## config.mk

```make
export PLATFORM = sky130hd
export DESIGN_NAME = erode_stream
export DESIGN_NICKNAME = d
export VERILOG_FILES = /design/src/rtl/morph_pkg.sv /design/src/rtl/erode_node.sv /design/src/rtl/erode_stream.sv
export SDC_FILE = /design/constraint.sdc
export NUM_CORES = 1
export LEC_CHECK = 0
export ABC_AREA = 1
export CAP_MARGIN = 20
export CORE_MARGIN = 10
export CORE_UTILIZATION = 50
export DETAILED_ROUTE_END_ITERATION = 10
export GPL_TIMING_DRIVEN = 0
export PLACE_DENSITY = 0.68
export SLEW_MARGIN = 20
export SYNTH_ARGS = -nofsm -noshare
export SYNTH_HDL_FRONTEND = slang
export SYNTH_SLANG_ARGS = --single-unit
export TNS_END_PERCENT = 1
```

## constraint.sdc

```tcl
create_clock -name clk -period 1.65 [get_ports clk]
set_input_delay 0.33 -clock clk [delete_from_list [all_inputs] [get_ports clk]]
set_output_delay 0.33 -clock clk [all_outputs]
set_load 0.02 [all_outputs]
```

## src/rtl/morph_pkg.sv

```systemverilog
// Shared helpers for the streaming morphology nodes (erosion and dilation).
// Window bits are addressed as row*Width+col, with row 0 at the top and col 0 at the left.
// The counter widths are sized for the largest supported image.
package morph_pkg;

   localparam int MaxImgWidth  = 640;
   localparam int MaxImgHeight = 480;

   localparam int ColCntW = $clog2(MaxImgWidth);
   localparam int RowCntW = $clog2(MaxImgHeight);

   // Flat index of window row l, column c for a window that is w columns wide.
   function automatic int idx(input int l, input int c, input int w);
      return l * w + c;
   endfunction

endpackage

```

## src/rtl/erode_node.sv

```systemverilog
// Combinational erosion kernel.
// Every position the structuring element cares about must see a 1; positions outside the
// element are don't-care. The element is not reflected.
module erode_node #(
   parameter int Width  = 3,
   parameter int Height = 3
) (
   input  logic [Width*Height-1:0] element,
   input  logic [Width*Height-1:0] D,
   output logic                    Q
);

   // A window position vetoes the result only if the element uses it and the pixel there is 0.
   always_comb begin
      Q = 1'b1;
      for (int i = 0; i < Width*Height; i++) begin
         if (element[i] && !D[i]) begin
            Q = 1'b0;
         end
      end
   end

endmodule

```

## src/rtl/erode_stream.sv

```systemverilog
// Streaming binary erosion over a raster-order 1-bit pixel stream.
// Height-1 line buffers delay the stream by whole lines. Their tails, together with the live
// pixel, feed a Width x Height shift window. An output is produced only where the whole window
// lies inside the current frame. The image width must not exceed MaxImgWidth, and the image
// height must not exceed MaxImgHeight.
module erode_stream
   import morph_pkg::*;
#(
   parameter int Width     = 3,
   parameter int Height    = 3,
   parameter int ImgWidth  = 640,
   parameter int ImgHeight = 480
) (
   input  logic                    clk,
   input  logic                    rst,
   input  logic [Width*Height-1:0] element,
   input  logic                    in_valid,
   input  logic                    in_sof,
   input  logic                    in_pixel,
   output logic                    out_valid,
   output logic                    out_pixel,
   output logic                    out_eof
);

   localparam int WinBits  = Width * Height;
   localparam int NumLines = (Height > 1) ? Height - 1 : 1;

   logic [ColCntW-1:0]  r_col;
   logic [RowCntW-1:0]  r_row;
   logic [ColCntW-1:0]  w_col;
   logic [RowCntW-1:0]  w_row;
   logic [ColCntW-1:0]  w_colNext;
   logic [RowCntW-1:0]  w_rowNext;

   logic [ImgWidth-1:0] r_lineBuf [NumLines];
   logic [WinBits-1:0]  r_window;
   logic [WinBits-1:0]  w_window;
   logic [Height-1:0]   w_rowFeed;

   logic                w_gate;
   logic                w_eof;
   logic                w_q;

   logic                r_outValid;
   logic                r_outPixel;
   logic                r_outEof;

   // Position of the pixel on the input this cycle; a start-of-frame pixel is always (0,0).
   // This block also computes where the next pixel will land.
   always_comb begin
      w_col     = in_sof ? '0 : r_col;
      w_row     = in_sof ? '0 : r_row;
      w_colNext = w_col + ColCntW'(1);
      w_rowNext = w_row;
      if (w_col == ColCntW'(ImgWidth - 1)) begin
         w_colNext = '0;
         if (w_row == RowCntW'(ImgHeight - 1)) begin
            w_rowNext = '0;
         end else begin
            w_rowNext = w_row + RowCntW'(1);
         end
      end
   end

   // Output is allowed only when the full window lies inside the frame.
   // That blocks the first rows and the columns that straddle a line wrap.
   always_comb begin
      w_gate = (w_row >= RowCntW'(Height - 1)) && (w_col >= ColCntW'(Width - 1));
      w_eof  = (w_row == RowCntW'(ImgHeight - 1)) && (w_col == ColCntW'(ImgWidth - 1));
   end

   // The newest column entering each window row: the live pixel at the bottom, and
   // line-buffer tails (one line older per buffer) for the rows above.
   always_comb begin
      w_rowFeed             = '0;
      w_rowFeed[Height - 1] = in_pixel;
      for (int m = 1; m < Height; m++) begin
         w_rowFeed[Height - 1 - m] = r_lineBuf[m - 1][ImgWidth - 1];
      end
   end

   // Window as it looks after accepting this pixel: every row shifts one column left,
   // and the newest pixel of each row lands in column Width-1.
   always_comb begin
      w_window = r_window;
      for (int l = 0; l < Height; l++) begin
         for (int c = 0; c < Width; c++) begin
            if (c < Width - 1) begin
               w_window[idx(l, c, Width)] = r_window[idx(l, c + 1, Width)];
            end else begin
               w_window[idx(l, c, Width)] = w_rowFeed[l];
            end
         end
      end
   end

   erode_node #(
      .Width  (Width),
      .Height (Height)
   ) u_erodeNode (
      .element (element),
      .D       (w_window),
      .Q       (w_q)
   );

   // Pixel storage is deliberately not reset.
   // The output gate guarantees that stale contents never reach the output.
   always_ff @(posedge clk) begin
      if (in_valid) begin
         r_window <= w_window;
         for (int m = 0; m < NumLines; m++) begin
            for (int i = ImgWidth - 1; i > 0; i--) begin
               r_lineBuf[m][i] <= r_lineBuf[m][i - 1];
            end
         end
         r_lineBuf[0][0] <= in_pixel;
         for (int m = 1; m < NumLines; m++) begin
            r_lineBuf[m][0] <= r_lineBuf[m - 1][ImgWidth - 1];
         end
      end
   end

   // Raster counters and the output register.
   // The counters advance only on accepted pixels. out_pixel holds its value between outputs.
   always_ff @(posedge clk) begin
      if (rst) begin
         r_col      <= '0;
         r_row      <= '0;
         r_outValid <= 1'b0;
         r_outPixel <= 1'b0;
         r_outEof   <= 1'b0;
      end else begin
         r_outValid <= 1'b0;
         r_outEof   <= 1'b0;
         if (in_valid) begin
            r_col <= w_colNext;
            r_row <= w_rowNext;
            if (w_gate) begin
               r_outValid <= 1'b1;
               r_outPixel <= w_q;
               r_outEof   <= w_eof;
            end
         end
      end
   end

   assign out_valid = r_outValid;
   assign out_pixel = r_outPixel;
   assign out_eof   = r_outEof;

endmodule

```

Word level (Yosys, flattened, before mapping)
Memory sizes are Yosys's and may differ from the RTL's.
Cells that the tools add are included.

storage, ports and cells
  word-level logic and storage cells = 55
  RAM bits = 1280
  register bits after elaboration = 31
  memories kept = 1
  bits in read-only memories = 0
  latch bits = 0
  input bits = 14

memory list
  memory     words  width  read ports  clocked after memory_dff  wr ports  RTL line            RTL
  r_lineBuf  2      640    2           0                         2         erode_stream.sv:35  logic [ImgWidth-1:0] r_lineBuf [NumLines];

operators by class
  reductions and logical operators = 23
  shifts and indexed selects = 0
  $mul = 0
  multiplexer cells = 17
  add/subtract/negate cells = 2
  $lt $le $gt $ge = 2
  equal/unequal tests = 2
  divide/modulo/power cells = 0
  bitwise operators = 2

operators by type and width
  cell                                                                                   count
  9-bit 2-to-1 mux                                                                       3
  10-bit 2-to-1 mux                                                                      2
  1-bit 2-to-1 mux                                                                       12
  1-bit logical AND                                                                      11
  10-bit by 1-bit adder with 10-bit output (second input constant)                       1
  10-bit equality test (second input constant)                                           1
  10-bit by 2-bit greater-or-equal comparator with 1-bit output (second input constant)  1
  9-bit by 1-bit adder with 9-bit output (second input constant)                         1
  9-bit equality test (second input constant)                                            1
  9-bit by 2-bit greater-or-equal comparator with 1-bit output (second input constant)   1
  1-bit logical NOT                                                                      9
  3-bit OR reduction                                                                     1
  1-bit NOT                                                                              2
  2-bit AND reduction                                                                    1
  2-bit OR reduction                                                                     1

Depth between registers and ports, before layout
  word-level depth = 11
  gate-level depth with buffers = 14

By module
Synthesis repeated with hierarchy kept, for this count alone.

unflattened totals
  cells, all modules = 1549
  area, all modules = 40034.6 um2

modules (own cells, without submodules)
  module        times used  area an instance (um2)  cells an instance
  erode_stream  1           39939.6                 1525
  erode_node    1           95.1                    24

Worst setup path before layout
OpenSTA, ideal clock, no wires.

  kind = in2reg
  start = in in_sof
  end = reg r_row[7]
  path buffers = 2
  path slack = -0.103 ns
  data arrival time = 1.621 ns
  cell stages on the path = 13
  path through = inv_2 -> buf_6 -> nand2_1 -> inv_1 -> ha_1 -> nand2_1 -> nor2_4 -> nand3_2 -> buf_6 -> nor2_1 -> nand2_1 -> nand3_1 -> a21oi_1

on the way
  cells in the longest elaborated chain, start to end = 4
  elaborated cells on any way between the ends = 7

ends and longest elaborated chain
  what                                                                                  RTL line                                RTL
  start, declared                                                                       erode_stream.sv:18                      input logic in_sof,
  9-bit 2-to-1 mux                                                                      erode_stream.sv:52                      w_row = in_sof ? '0 : r_row;
  9-bit by 1-bit adder with 9-bit output / 9-bit equality test (equally long branches)  erode_stream.sv:60, erode_stream.sv:57
  9-bit 2-to-1 mux                                                                      erode_stream.sv:57                      if (w_row == RowCntW'(ImgHeight - 1)) begin
  9-bit 2-to-1 mux (*)                                                                  erode_stream.sv:55                      if (w_col == ColCntW'(ImgWidth - 1)) begin
  end signal, assigned                                                                  erode_stream.sv:137                     r_row <= w_rowNext;
  end, declared                                                                         erode_stream.sv:29                      logic [RowCntW-1:0] r_row;

Every way passes the cells marked *; elsewhere a longest branch is shown, timed or not.
A chain may end at the register's enable or synchronous reset.

Final worst setup path
  start = reg r_col[0]
  end = reg r_row[7]

on the way
  cells in the longest elaborated chain, start to end = 3

ends and longest elaborated chain
  what                    RTL line             RTL
  start, declared         erode_stream.sv:28   logic [ColCntW-1:0] r_col;
  start signal, assigned  erode_stream.sv:136  r_col <= w_colNext;
  10-bit 2-to-1 mux       erode_stream.sv:51   w_col = in_sof ? '0 : r_col;
  10-bit equality test    erode_stream.sv:55
  9-bit 2-to-1 mux        erode_stream.sv:55

Every way passes these cells.

==> out/metrics.sh <==
STATUS='complete, but fails checks'
FAILED_CHECKS='setup timing'
CORE_REGION_AREA_UM2=79300
PORTION_OF_THE_POST_SYNTHESIS_AREA_USED_BY_SEQUENTIAL_ELEMENTS_PCT=97.2
MAXIMUM_BUFFER_DEPTH_OF_THE_CLOCK_TREE=3
ROUTED-VIA-COUNT=14100
SYNTH_TOP_CELLS_BY_COUNT='sky130_fd_sc_hd__edfxtp_1 (1,282), sky130_fd_sc_hd__nand2_1 (74), sky130_fd_sc_hd__inv_1 (40)'
SETUP_SLACK_PS=-95.2
FINALHOLDVIOLCOUNT=0
ROUTE.DETAILED.DRC=0
SYNTH_AREA_LEADERS='sky130_fd_sc_hd__edfxtp_1 (96%), sky130_fd_sc_hd__dfxtp_1 (1.1%), sky130_fd_sc_hd__nand2_1 (0.69%)'
STD_CELL_ROWS=103
INTERNAL_POWER_CONTRIBUTION_W=0.0553
HP-START='in_valid'
P_CLK_SHARE_PCT=41.2
WORST_SETUP_PATH_END_KIND='flip-flop'
POST_SYNTHESIS_INSTANCE_AREA_UM2=40100
SYNTH_ENABLE_FLOP_CELLS=1282
DIE_AREA_UM2=91800
GRT_PASS1_WL_UM=79300
WL_PER_CELL_UM=17.7
HPWL_UM=18800
CRIT_PATH_TOP_DELAY_CELL='sky130_fd_sc_hd__dfxtp_2'
CLOCK_SKEW_PS=18.3
PLACER_CONGESTION_ESTIMATE=0.759
INSERTEDDIODECOUNT=0
DIE_HEIGHT_UM=303
TNS_PS=-137
TRACK_USAGE_PCT=10.9
TIMING.HOLD.WORST.CLASS='primary input to flip-flop'
CRITPATHLAUNCH='r_col[0]'
LAYOUT.AREA.SEQ_UM2=38900
FINAL_UTIL_PCT=58.4
DR.FIRST_ITER.DRC_COUNT=1245
PRE_CTS_SLACK_PS=-2080
POWER_FRAC_SEQ_PCT=57.5
FINAL_AREA_UM2=46300
CP-START-KIND='flip-flop'
GRT_START_MAX_NET_PINS=250
ACHIEVABLE-FREQUENCY_MHz=573
MAX-CAP-VIOLATIONS=0
DRT.ANTENNA.VIOLATING_NETS=0
POWER_TOTAL_W=0.0678
WORSTREG2REGSTART='r_col[0]'
DRT-VIAS-PER-INSTANCE=4.97
POST_SYNTHESIS_CELLS=1534
SYNTHFLOPTYPE='sky130_fd_sc_hd__edfxtp_1'
REPORT.FINAL.SLEW_VIOL_COUNT=0
GRT_ANTENNA_BEFORE_REPAIR=0
CRITICAL_PATH.CELL_CHAIN='inv_2 > nor2_4 > ha_4 > nand2_2 > nor2_4 > nand3_4 > buf_6 > nor2_1 > nand2_1 > nand3_1 > a21oi_1'
NUMCTSBUFFERS=116
YS_TYPES=29
PLACED_AREA_UM2=41800
GRT-OVFL-TOTAL=0
CRITICAL-PATH-TOP-DELAY-FAMILY='simple AND/OR/NAND/NOR gates'
SHARE_OF_ASYNC_SETTABLE_OR_ASYNC_RESETTABLE_FLOPS_AFTER_SYNTHESIS_PCT=0
FILLER_CELL_COUNT=5389
YOSYSTOPAREACELL='sky130_fd_sc_hd__edfxtp_1'
CRITICAL_PATH.MAX_FANOUT=10
SLEW_HEADROOM_PCT=61.6
DRTPASS1ITERATIONS=6
CTS_TREE='built'
DIEWIDTH_UM=303
SHARE_OF_THE_CLOCK_PERIOD_USED_BY_THE_WORST_PATH_PCT=106
SYNTH_TOP_CELL_AREA_SHARE_PCT=96.1
SYNTH.NET_COUNT=1552
AVGSYNTHCELLAREA_UM2=26.1
WORST_SLEW_PIN_SLEW_PS=576
SYNTH.MOST_COMMON_CELL='sky130_fd_sc_hd__edfxtp_1'
CLOCK_PIN_SLEW_OF_THE_REGISTERS_ON_THE_WORST_CASE_SETUP_AND_HOLD_PATHS_PS=60
WORSTSETUPPATHTYPE='flip-flop to flip-flop'
AREA_OF_COMBINATIONAL_CELLS_WITH_MULTIPLE_INPUTS_UM2=1030
WIRELENGTH_UM=50300
WORST-PATH-BUF-INV=2
RSZ_0062_RAISED_AFTER_GLOBAL_ROUTING='true'
SETUP-VIOLATIONS-FINAL=3
CRIT_TOP_CELL='sky130_fd_sc_hd__nor2_4'
CLOCK_LATENCY_ON_THE_WORST_SKEW_PAIR_PS=680
SYNTH-WARNING-COUNT=0
PROPORTION_OF_TOTAL_POWER_DUE_TO_NET_SWITCHING_PCT=18.4
GRT_PASS1_VIAS=13700
VDD_DROP_MAX_V=0.000761
DESIGN.PORTCOUNT=17
SYNTH.FF_LATCH_COUNT=1304
CTS_SINKS=1304
WORST-ENDPOINT-REQUIRED_PS=2180
INITIAL_UTILIZATION_PCT=50.5
POWER.STATIC_LEAKAGE_nW=15.6
NUM-NETS-FINAL=1713
POST-ROUTE-MIN-PERIOD_PS=1750
PWR_DENSITY_CELL_nW_PER_UM2=1460
GATE_POWER_SHARE_PCT=1.3
WORST_EP_ARRIVAL_TIME_PS=2270
DRIVE_ABOVE_1_SHARE_PCT=13.7
ROOT_BUFFER='sky130_fd_sc_hd__clkbuf_16'
TIMING.CRITICAL_PATH.SLOWEST_CELL_DELAY_PS=330
SYNTHTOLAYOUTAREAGROWTH_PCT=15.6
TOTAL_SWITCHING_POWER_W=0.0125
CTS_HOLD_BUFFERS=0
HTREEDEPTH=3
NUMPORTBUFFERS=16
==> final timing paths <==
path,endpoint,slack [ps],depth (start not counted)
worst max-delay path,r_row[7],-100,11
worst min-delay path,r_lineBuf[1][546],80,1
worst max register to register,r_row[7],-100,11
worst min register to register,r_lineBuf[1][638],410,0
==> routing by layer <==
layer	vias up	global-route usage (%)	routed length (µm)
li1	6383	-	-
met5	-	0	0
met1	7348	17.7	26000
met3	108	2.74	2180
met2	288	13.9	21000
met4	0	3.82	1170
==> kinds of logic after synthesis <==
group | count (synthesis) | synth area share [%]
and+or+nand+nor | 140 | 1.57
buffers and inverters | 49 | 0.503
xor gates and xnor gates | 8 | 0.175
AOI/OAI and AO/OA | 29 | 0.409
DFF | 1304 | 97.2
adders and majority gates | 4 | 0.125
==> sequential cells by signal, summed over array words and instances (netlist names) <==
name	count
r_lineBuf	1275
r_col	10
r_row	9
r_window	7
out_eof	1
out_pixel	1
out_valid	1
==> power groups by stage <==
stage               Sequential, W  Combinational [W]  Clock [W]
floorplan                  0.0394          0.0000539          0
global placement           0.0388           0.000286          0
detailed placement         0.0396           0.000756          0
CTS                        0.0390           0.000844     0.0287
global route               0.0391           0.000949     0.0301
finish                     0.0390           0.000857     0.0279
==> cell usage in the layout (no fill, tap or decap), types with 3 or more instances in the layout <==
| master | synthesis | final |
|---|---|---|
| sky130_fd_sc_hd__buf_6 | 2 | 3 |
| sky130_fd_sc_hd__nor2_4 | 3 | 8 |
| sky130_fd_sc_hd__bufinv_16 | 0 | 23 |
| sky130_fd_sc_hd__a21oi_1 | 19 | 17 |
| sky130_fd_sc_hd__inv_6 | 0 | 3 |
| sky130_fd_sc_hd__nor2_2 | 2 | 3 |
| sky130_fd_sc_hd__clkbuf_1 | 3 | 23 |
| sky130_fd_sc_hd__clkbuf_16 | 0 | 120 |
| sky130_fd_sc_hd__o22ai_1 | 4 | 4 |
| sky130_fd_sc_hd__nand2_2 | 1 | 6 |
| sky130_fd_sc_hd__nand2_1 | 74 | 68 |
| sky130_fd_sc_hd__buf_16 | 0 | 11 |
| sky130_fd_sc_hd__nand3_2 | 2 | 3 |
| sky130_fd_sc_hd__inv_2 | 1 | 3 |
| sky130_fd_sc_hd__clkdlybuf4s50_1 | 0 | 11 |
| sky130_fd_sc_hd__dfxtp_1 | 22 | 19 |
| sky130_fd_sc_hd__nand4_1 | 6 | 6 |
| sky130_fd_sc_hd__xor2_1 | 5 | 4 |
| sky130_fd_sc_hd__clkinv_1 | 1 | 24 |
| sky130_fd_sc_hd__nand3_1 | 16 | 14 |
| sky130_fd_sc_hd__clkinv_2 | 0 | 22 |
| sky130_fd_sc_hd__edfxtp_1 | 1282 | 1282 |
| sky130_fd_sc_hd__buf_2 | 2 | 3 |
| sky130_fd_sc_hd__bufbuf_16 | 0 | 7 |
| sky130_fd_sc_hd__clkinvlp_4 | 0 | 3 |
| sky130_fd_sc_hd__inv_1 | 40 | 37 |
| sky130_fd_sc_hd__xnor2_1 | 3 | 3 |
| sky130_fd_sc_hd__buf_4 | 0 | 7 |
| sky130_fd_sc_hd__nor2_1 | 29 | 23 |
| sky130_fd_sc_hd__nor3_1 | 4 | 4 |
| sky130_fd_sc_hd__dfxtp_2 | 0 | 3 |
==> worst reg2reg max path: stages (launching register included) <==
cell                      delay, ps
sky130_fd_sc_hd__dfxtp_2        330
sky130_fd_sc_hd__inv_2           40
sky130_fd_sc_hd__nor2_4         160
sky130_fd_sc_hd__ha_4           160
sky130_fd_sc_hd__nand2_2         60
sky130_fd_sc_hd__nor2_4         130
sky130_fd_sc_hd__nand3_4        110
sky130_fd_sc_hd__buf_6          170
sky130_fd_sc_hd__nor2_1         150
sky130_fd_sc_hd__nand2_1        100
sky130_fd_sc_hd__nand3_1        120
sky130_fd_sc_hd__a21oi_1         70
==> through the flow <==
step,hold WS [ps],cells
floorplan,400,1534
global placement,406,2600
detailed placement,405,2608
CTS,72.6,2831
global route,96.6,2841
finish,83.2,2841
==> area by class of cell <==
class | count | area share, %
buffer | 7 | 0.0946
clock buffer | 138 | 6.54
clock inverter | 76 | 2.10
inverter | 42 | 0.346
multi-input combinational | 181 | 2.23
sequential | 1304 | 84.1
tap | 1050 | 2.84
timing repair buffer | 43 | 1.71
==> repair_timing <==
item | in CTS | in global routing
cloned | 9 | 2
resized for setup | 19 | 25
buffers inserted | 1 | 7
pin swaps | 2 | 13
endpoints found under the setup margin | 794 | 290
No activity file was read; power rests on OpenSTA's default activity.
